--- config.mk ---
export PLATFORM = sky130hd
export DESIGN_NAME = sound_mixer_nch_flat
export DESIGN_NICKNAME = d
export VERILOG_FILES = /design/src/rtl/sound_pkg.sv /design/src/rtl/sound_mixer_nch_if.sv /design/src/rtl/tone_channel.sv /design/src/rtl/sound_mixer_nch.sv /design/src/flat_wrapper.sv
export SDC_FILE = /design/constraint.sdc
export NUM_CORES = 1
export LEC_CHECK = 0
export CORE_MARGIN = 3
export CORE_UTILIZATION = 30
export CTS_CLUSTER_DIAMETER = 60
export DETAILED_ROUTE_END_ITERATION = 12
export SLEW_MARGIN = 20
export SYNTH_ARGS = -nofsm -noshare
export SYNTH_HDL_FRONTEND = slang
export SYNTH_SLANG_ARGS = --single-unit
export TNS_END_PERCENT = 50
--- constraint.sdc ---
create_clock -name clk -period 2.9 [get_ports clk]
set_input_delay 0.435 -clock clk [delete_from_list [all_inputs] [get_ports clk]]
set_output_delay 0.435 -clock clk [all_outputs]
set_load 0.005 [all_outputs]
--- src/rtl/sound_pkg.sv ---
// Shared constants for the piezo sound path: clock rate, duty codes and note periods.
package sound_pkg;

  localparam int unsigned CLK_HZ = 50_000_000;

  // Duty code d gives a high time of period >> (d + 1).
  typedef enum logic [2:0] {
    DUTY_50 = 3'd0,
    DUTY_25 = 3'd1,
    DUTY_12 = 3'd2,
    DUTY_6  = 3'd3
  } duty_e;

  // Full tone periods in clocks.
  localparam int unsigned NOTE_C4 = CLK_HZ / 262;
  localparam int unsigned NOTE_D4 = CLK_HZ / 294;
  localparam int unsigned NOTE_E4 = CLK_HZ / 330;
  localparam int unsigned NOTE_F4 = CLK_HZ / 349;
  localparam int unsigned NOTE_G4 = CLK_HZ / 392;
  localparam int unsigned NOTE_A4 = CLK_HZ / 440;
  localparam int unsigned NOTE_B4 = CLK_HZ / 494;
  localparam int unsigned NOTE_C5 = CLK_HZ / 523;
  localparam int unsigned NOTE_D5 = CLK_HZ / 587;
  localparam int unsigned NOTE_E5 = CLK_HZ / 659;

  function automatic int unsigned ch_idx_w(int unsigned n);
    return (n > 1) ? $clog2(n) : 1;
  endfunction

endpackage

--- src/rtl/sound_mixer_nch_if.sv ---
// Request and status bundle between the sound sources and the N-channel mixer.
interface sound_mixer_nch_if #(
  parameter int unsigned NUM_CH   = 4,
  parameter int unsigned PERIOD_W = 20,
  parameter int unsigned DUR_W    = 25,
  parameter int unsigned DUTY_W   = 3
) ();

  localparam int unsigned CH_W = (NUM_CH > 1) ? $clog2(NUM_CH) : 1;

  logic [NUM_CH-1:0]          ch_hold;
  logic [NUM_CH-1:0]          ch_trig;
  logic [NUM_CH*PERIOD_W-1:0] ch_period;
  logic [NUM_CH*DUTY_W-1:0]   ch_duty;
  logic [NUM_CH*DUR_W-1:0]    ch_dur;
  logic                       mute;
  logic                       piezo_out;
  logic [NUM_CH-1:0]          ch_active;
  logic [CH_W-1:0]            active_ch;
  logic                       any_active;

  modport master (
    output ch_hold, ch_trig, ch_period, ch_duty, ch_dur, mute,
    input  piezo_out, ch_active, active_ch, any_active
  );

  modport slave (
    input  ch_hold, ch_trig, ch_period, ch_duty, ch_dur, mute,
    output piezo_out, ch_active, active_ch, any_active
  );

endinterface

--- src/rtl/tone_channel.sv ---
// One square-tone channel: one-shot/hold activity, phase counter with wrap-time
// period reload, and duty-shaped wave.
module tone_channel #(
  parameter int unsigned PERIOD_W = 20,
  parameter int unsigned DUR_W    = 25,
  parameter int unsigned DUTY_W   = 3
) (
  input  logic                clk,
  input  logic                rst_n,
  input  logic                hold,
  input  logic                trig,
  input  logic [PERIOD_W-1:0] period,
  input  logic [DUTY_W-1:0]   duty,
  input  logic [DUR_W-1:0]    dur,
  output logic                active,
  output logic                wave
);

  logic                active_q, active_d;
  logic [DUR_W-1:0]    dur_q, dur_d;
  logic [PERIOD_W-1:0] cnt_q, cnt_d;
  logic [PERIOD_W-1:0] per_q, per_d;
  logic [PERIOD_W-1:0] high_time;
  logic [DUTY_W:0]     shamt;
  logic                fire;

  assign fire = trig & (dur != '0);

  always_comb begin
    active_d = hold | fire | (dur_q > DUR_W'(1));

    dur_d = dur_q;
    if (fire) begin
      dur_d = dur;
    end else if (dur_q != '0) begin
      dur_d = dur_q - DUR_W'(1);
    end

    cnt_d = '0;
    per_d = '0;
    if (active_d) begin
      // Period only reloads at phase start, wrap, or while resting, so tones never glitch.
      if (!active_q || (per_q == '0) || (cnt_q == per_q - PERIOD_W'(1))) begin
        per_d = period;
      end else begin
        cnt_d = cnt_q + PERIOD_W'(1);
        per_d = per_q;
      end
    end
  end

  always_ff @(posedge clk or negedge rst_n) begin
    if (!rst_n) begin
      active_q <= 1'b0;
      dur_q    <= '0;
      cnt_q    <= '0;
      per_q    <= '0;
    end else begin
      active_q <= active_d;
      dur_q    <= dur_d;
      cnt_q    <= cnt_d;
      per_q    <= per_d;
    end
  end

  assign shamt     = {1'b0, duty} + {{DUTY_W{1'b0}}, 1'b1};
  assign high_time = per_q >> shamt;
  assign active    = active_q;
  assign wave      = active_q & (per_q != '0) & (cnt_q < high_time);

endmodule

--- src/rtl/sound_mixer_nch.sv ---
// N-channel tone generator with fixed priority (channel 0 highest) onto a single
// registered piezo output.
module sound_mixer_nch #(
  parameter int unsigned NUM_CH   = 4,
  parameter int unsigned PERIOD_W = 20,
  parameter int unsigned DUR_W    = 25,
  parameter int unsigned DUTY_W   = 3
) (
  input  logic clk,
  input  logic rst_n,
  sound_mixer_nch_if.slave bus
);

  import sound_pkg::*;

  localparam int unsigned CH_W = ch_idx_w(NUM_CH);

  logic [NUM_CH-1:0] act;
  logic [NUM_CH-1:0] wave;
  logic [CH_W-1:0]   grant;
  logic [CH_W-1:0]   last_q;
  logic              piezo_q;
  logic              any;

  for (genvar i = 0; i < NUM_CH; i++) begin : g_ch
    tone_channel #(
      .PERIOD_W (PERIOD_W),
      .DUR_W    (DUR_W),
      .DUTY_W   (DUTY_W)
    ) u_ch (
      .clk    (clk),
      .rst_n  (rst_n),
      .hold   (bus.ch_hold[i]),
      .trig   (bus.ch_trig[i]),
      .period (bus.ch_period[i*PERIOD_W +: PERIOD_W]),
      .duty   (bus.ch_duty[i*DUTY_W +: DUTY_W]),
      .dur    (bus.ch_dur[i*DUR_W +: DUR_W]),
      .active (act[i]),
      .wave   (wave[i])
    );
  end

  // Scan from the top so the lowest active index wins.
  always_comb begin
    grant = '0;
    for (int i = NUM_CH - 1; i >= 0; i--) begin
      if (act[i]) begin
        grant = CH_W'(i);
      end
    end
  end

  assign any = |act;

  always_ff @(posedge clk or negedge rst_n) begin
    if (!rst_n) begin
      piezo_q <= 1'b0;
      last_q  <= '0;
    end else begin
      piezo_q <= any & wave[grant] & ~bus.mute;
      if (any) begin
        last_q <= grant;
      end
    end
  end

  assign bus.piezo_out  = piezo_q;
  assign bus.ch_active  = act;
  assign bus.active_ch  = any ? grant : last_q;
  assign bus.any_active = any;

endmodule
--- src/flat_wrapper.sv ---
// flat-port wrapper written by rule: the top's interface ports become plain ports
module sound_mixer_nch_flat import sound_pkg::*;
#(
  parameter int unsigned NUM_CH   = 4,
  parameter int unsigned PERIOD_W = 20,
  parameter int unsigned DUR_W    = 25,
  parameter int unsigned DUTY_W   = 3
)
  (clk, rst_n, bus_ch_hold, bus_ch_trig, bus_ch_period, bus_ch_duty, bus_ch_dur, bus_mute, bus_piezo_out, bus_ch_active, bus_active_ch, bus_any_active);
  sound_mixer_nch_if #(.NUM_CH(NUM_CH), .PERIOD_W(PERIOD_W), .DUR_W(DUR_W), .DUTY_W(DUTY_W)) bus_i ();
  input  logic clk;
  input  logic rst_n;
  input wire logic [$bits(bus_i.ch_hold)-1:0] bus_ch_hold;
  input wire logic [$bits(bus_i.ch_trig)-1:0] bus_ch_trig;
  input wire logic [$bits(bus_i.ch_period)-1:0] bus_ch_period;
  input wire logic [$bits(bus_i.ch_duty)-1:0] bus_ch_duty;
  input wire logic [$bits(bus_i.ch_dur)-1:0] bus_ch_dur;
  input wire logic [$bits(bus_i.mute)-1:0] bus_mute;
  output wire logic [$bits(bus_i.piezo_out)-1:0] bus_piezo_out;
  output wire logic [$bits(bus_i.ch_active)-1:0] bus_ch_active;
  output wire logic [$bits(bus_i.active_ch)-1:0] bus_active_ch;
  output wire logic [$bits(bus_i.any_active)-1:0] bus_any_active;
  assign bus_i.ch_hold = bus_ch_hold;
  assign bus_i.ch_trig = bus_ch_trig;
  assign bus_i.ch_period = bus_ch_period;
  assign bus_i.ch_duty = bus_ch_duty;
  assign bus_i.ch_dur = bus_ch_dur;
  assign bus_i.mute = bus_mute;
  assign bus_piezo_out = bus_i.piezo_out;
  assign bus_ch_active = bus_i.ch_active;
  assign bus_active_ch = bus_i.active_ch;
  assign bus_any_active = bus_i.any_active;
  sound_mixer_nch #(.NUM_CH(NUM_CH), .PERIOD_W(PERIOD_W), .DUR_W(DUR_W), .DUTY_W(DUTY_W)) u_core (.clk(clk), .rst_n(rst_n), .bus(bus_i));
endmodule
==> impl_results.md <==
* Max-cap violations at 0
* Critical path class: reg -> reg
* Core region area at 65980 um2
* Global-route wire length before repair at 101.1 mm
* Setup slack, reg-to-reg at -0.08 ns
* Mean Syn Cell Area at 8.671 um2
* CP Cell Sequence: inv_2 -> ha_4 -> or3b_4 -> buf_6 -> xnor2_2 -> nor4b_2 -> o21ai_1 -> a211oi_2 -> or4b_4 -> nand2_4 -> buf_12 -> nor3_1
* Total Wirelength at 63.20 mm
* Critical-path top delay cell: or4b_4
* Nets at 2990
* DRC Markers at 0
* Reg clk slew, reported paths at 0.06 ns
* Final hold slack at 0.4195 ns
* Final Slew Violations at 0
* Gr usage total at 0.1741
* Failing checks: setup timing
* Die width at 264.6 um
* Final core utilization at 0.4083
* Leak pwr at 11.26 nW
* Required time of the critical path at 3.31 ns
* Setup crit end kind: flip-flop
* CTS tree: yes
* Fin crit share at 1.028
* Status: finished with violations
* Dominant synthesized flop cell: dfrtp_1
* Layout area overhead at 34.26%
* Clk root buf: clkbuf_16
* CP max FO at 10
* Cell area after layout at 26940 um2
* Cts bufs inserted at 38
* Share of layout cells above drive strength 1 at 0.1793
* Synthesized flop and latch total at 267
* Largest net degree at the start of global routing at 69
* Most frequent cells in the layout: dfrtp_1, buf_4, nor2_1, clkdlybuf4s50_1, nand2_1
* Final Setup Violations at 61
* Die height at 264.6 um
* R2r worst-path depth at 12
* Max IR drop VDD at 0.3439 mV
* Die area at 70020 um2
* Vias per Instance at 5.271
* Setup ws final at -0.08029 ns
* Max frequency at 0.3355 GHz
* Via Count at 18900
* Worst flop-to-flop path endpoint: u_core.g_ch[2].u_ch.cnt_q[4]
* Commonest non-fill, non-tap cell in the layout: dfrtp_1
* Worst path max stage delay at 0.54 ns
* Post-Syn Area at 20060 um2
* Worst-case clock buffer depth at 3
* Mapped Nets at 2609
* Placer Congestion at 0.9217
* Routed wire per std cell at 17.62 um
* Clock Sinks at 267
* Vias in the first global route at 19120
* Post-DP Area at 24780 um2
* Min Tclk post-route at 2.980 ns
* RSZ-0062 raised after global routing: yes
* RR Startpoint: u_core.g_ch[2].u_ch.per_q[1]
* Crit path DAT at 3.39 ns
* Initial cell density of the core at 0.3041
* Final ANT Viol Nets at 0
* Final Hold Fails at 0
* I/O Pins at 211
* Power per standard cell area at 489.1 nW/um2
* Startpoint Class: flip-flop
* Final Skew at 0.03526 ns
* Distinct cells, synth at 77
* Count of input and output buffers at 210
* Worst-margin pin slew at 0.6429 ns
* Sequential share of the synthesized area at 0.3330
* Gr ovfl total at 0
* EDFF count, synth at 0
* Initial antenna violation count at 0
* YS warnings at 0
* Clock latency on the worst-skew pair at 0.57 ns
* Pre-Repair DR Iteration Count at 7
* Detailed placer's ending HPWL at 47.43 mm
* H-tree depth at 2
* Initial drt markers at 1170
* Fraction of registers with async set/reset at 1.000
* Hold Crit Class: in -> async
* Row count at 94
* Synth Instances at 2314
* Critical path origin: u_core.g_ch[2].u_ch.per_q[1]
* Relative slew margins at 0.5675
* Pwr Total at 13.17 mW
* Fill cell count at 6372
==> stage by stage <==
stage / std cells / setup slack (ns) / TNS [ns]
6_report: 3586 / -0.08029 / -2.946
5_1_grt: 3585 / -0.1787 / -11.33
4_1_cts: 3571 / -0.1120 / -3.708
3_5_place_dp: 3494 / -0.6779 / -9.084
3_3_place_gp: 3494 / -0.6370 / -4.032
2_1_floorplan: 2314 / -0.004019 / -0.004019
==> metal layers <==
metal | vias up | GRT usage | wire (um)
li1 | 9142 | - | -
met1 | 9240 | 0.2331 | 28670
met2 | 407 | 0.2925 | 30030
met3 | 113 | 0.02525 | 2755
met4 | 0 | 0.05094 | 1744
met5 | - | 0 | 0
==> cell usage after synthesis (8+ instances only) <==
library cell	number	area share
nor4_1	69	0.022
xnor2_1	163	0.071
o22ai_1	8	0.0025
o31ai_1	27	0.010
buf_2	18	0.0045
or3_1	26	0.0081
xor2_1	94	0.041
nand3_1	105	0.026
nor3b_1	12	0.0045
o21a_1	11	0.0041
a21o_1	16	0.0060
a211oi_1	19	0.0071
mux4_2	17	0.019
nor2b_1	15	0.0047
nand2_1	186	0.035
or4_1	31	0.012
and3_1	28	0.0087
nand4_1	35	0.011
dfrtp_1	267	0.33
buf_1	15	0.0028
nor3_1	122	0.030
nor2_1	208	0.039
nand2b_1	22	0.0069
mux2i_1	168	0.084
o21ai_0	133	0.033
ha_1	92	0.057
o21ai_1	13	0.0032
a31oi_1	17	0.0053
clkbuf_1	104	0.019
inv_1	43	0.0080
a21oi_1	102	0.025
o211ai_1	12	0.0045
==> what timing repair did <==
item / CTS / global route
gates resized for setup: 53 / 113
pin swaps: 24 / 41
setup buffers: 8 / 7
hold buffers: 1 / 0
endpoints found under the hold margin: 62 / 0
cloned: 2 / 8
endpoints found under the setup margin: 120 / 162
==> worst max-delay path: cells and delay by family (launching register included) <==
kind | cells | cell delay (ns)
buffers and inverters | 3 | 0.39
xor gates and xnor gates | 1 | 0.12
AOI/OAI and AO/OA | 2 | 0.40
adders and majority gates | 1 | 0.13
DFF | 1 | 0.42
and+or+nand+nor | 5 | 1.37
==> power by group <==
part           internal, mW  leakage [nW]  switching (mW)  total (mW)
combinational          1.80          7.47            1.66        3.46
clock                  2.99         0.628            1.84        4.82
sequential             4.16          3.16           0.737        4.89
total                  8.94          11.3            4.23        13.2
==> flip-flops by register name, summed over array words and instances (netlist names) <==
name	flops
u_core.g_ch.u_ch.dur_q	100
u_core.g_ch.u_ch.cnt_q	80
u_core.g_ch.u_ch.per_q	80
u_core.g_ch.u_ch.active	4
u_core.last_q	2
u_core.bus.piezo_out	1
==> final cells by class <==
type                    count  area [um2]  area share
clock inverters            15       219.0    0.008128
clock buffers              51        1081     0.04013
repair buffers            486        4531      0.1682
multi-input cells        1856       13150      0.4882
well taps                 864        1081     0.04013
inverters                  46       172.7    0.006410
diodes                      1       2.502  0.00009289
flip-flops and latches    267        6701      0.2488
==> cell families (layout without fill, tap and decap cells) <==
logic type | count (synthesis) | in the layout | share of synthesized area
compound gates | 401 | 401 | 0.1207
xor+xnor | 257 | 257 | 0.1122
fa+ha+maj | 92 | 92 | 0.05737
buf+inv | 194 | 598 | 0.03991
flops | 267 | 267 | 0.3330
mux | 192 | 192 | 0.1068
other cells | 0 | 1 | 0
simple gates | 911 | 914 | 0.2300
==> worst max path at each step <==
stage / to / slack [ns] / depth (start not counted)
after CTS: u_core.g_ch[2].u_ch.per_q[8] / -0.11 / 13
final: u_core.g_ch[2].u_ch.cnt_q[4] / -0.08 / 12
after global placement: u_core.bus.piezo_out / -0.64 / 14
after global routing: u_core.g_ch[2].u_ch.cnt_q[3] / -0.18 / 12
after detailed placement: u_core.bus.piezo_out / -0.68 / 12
after floorplan: u_core.bus.piezo_out / -0.004 / 15
Power figures use the tool's default switching activity.
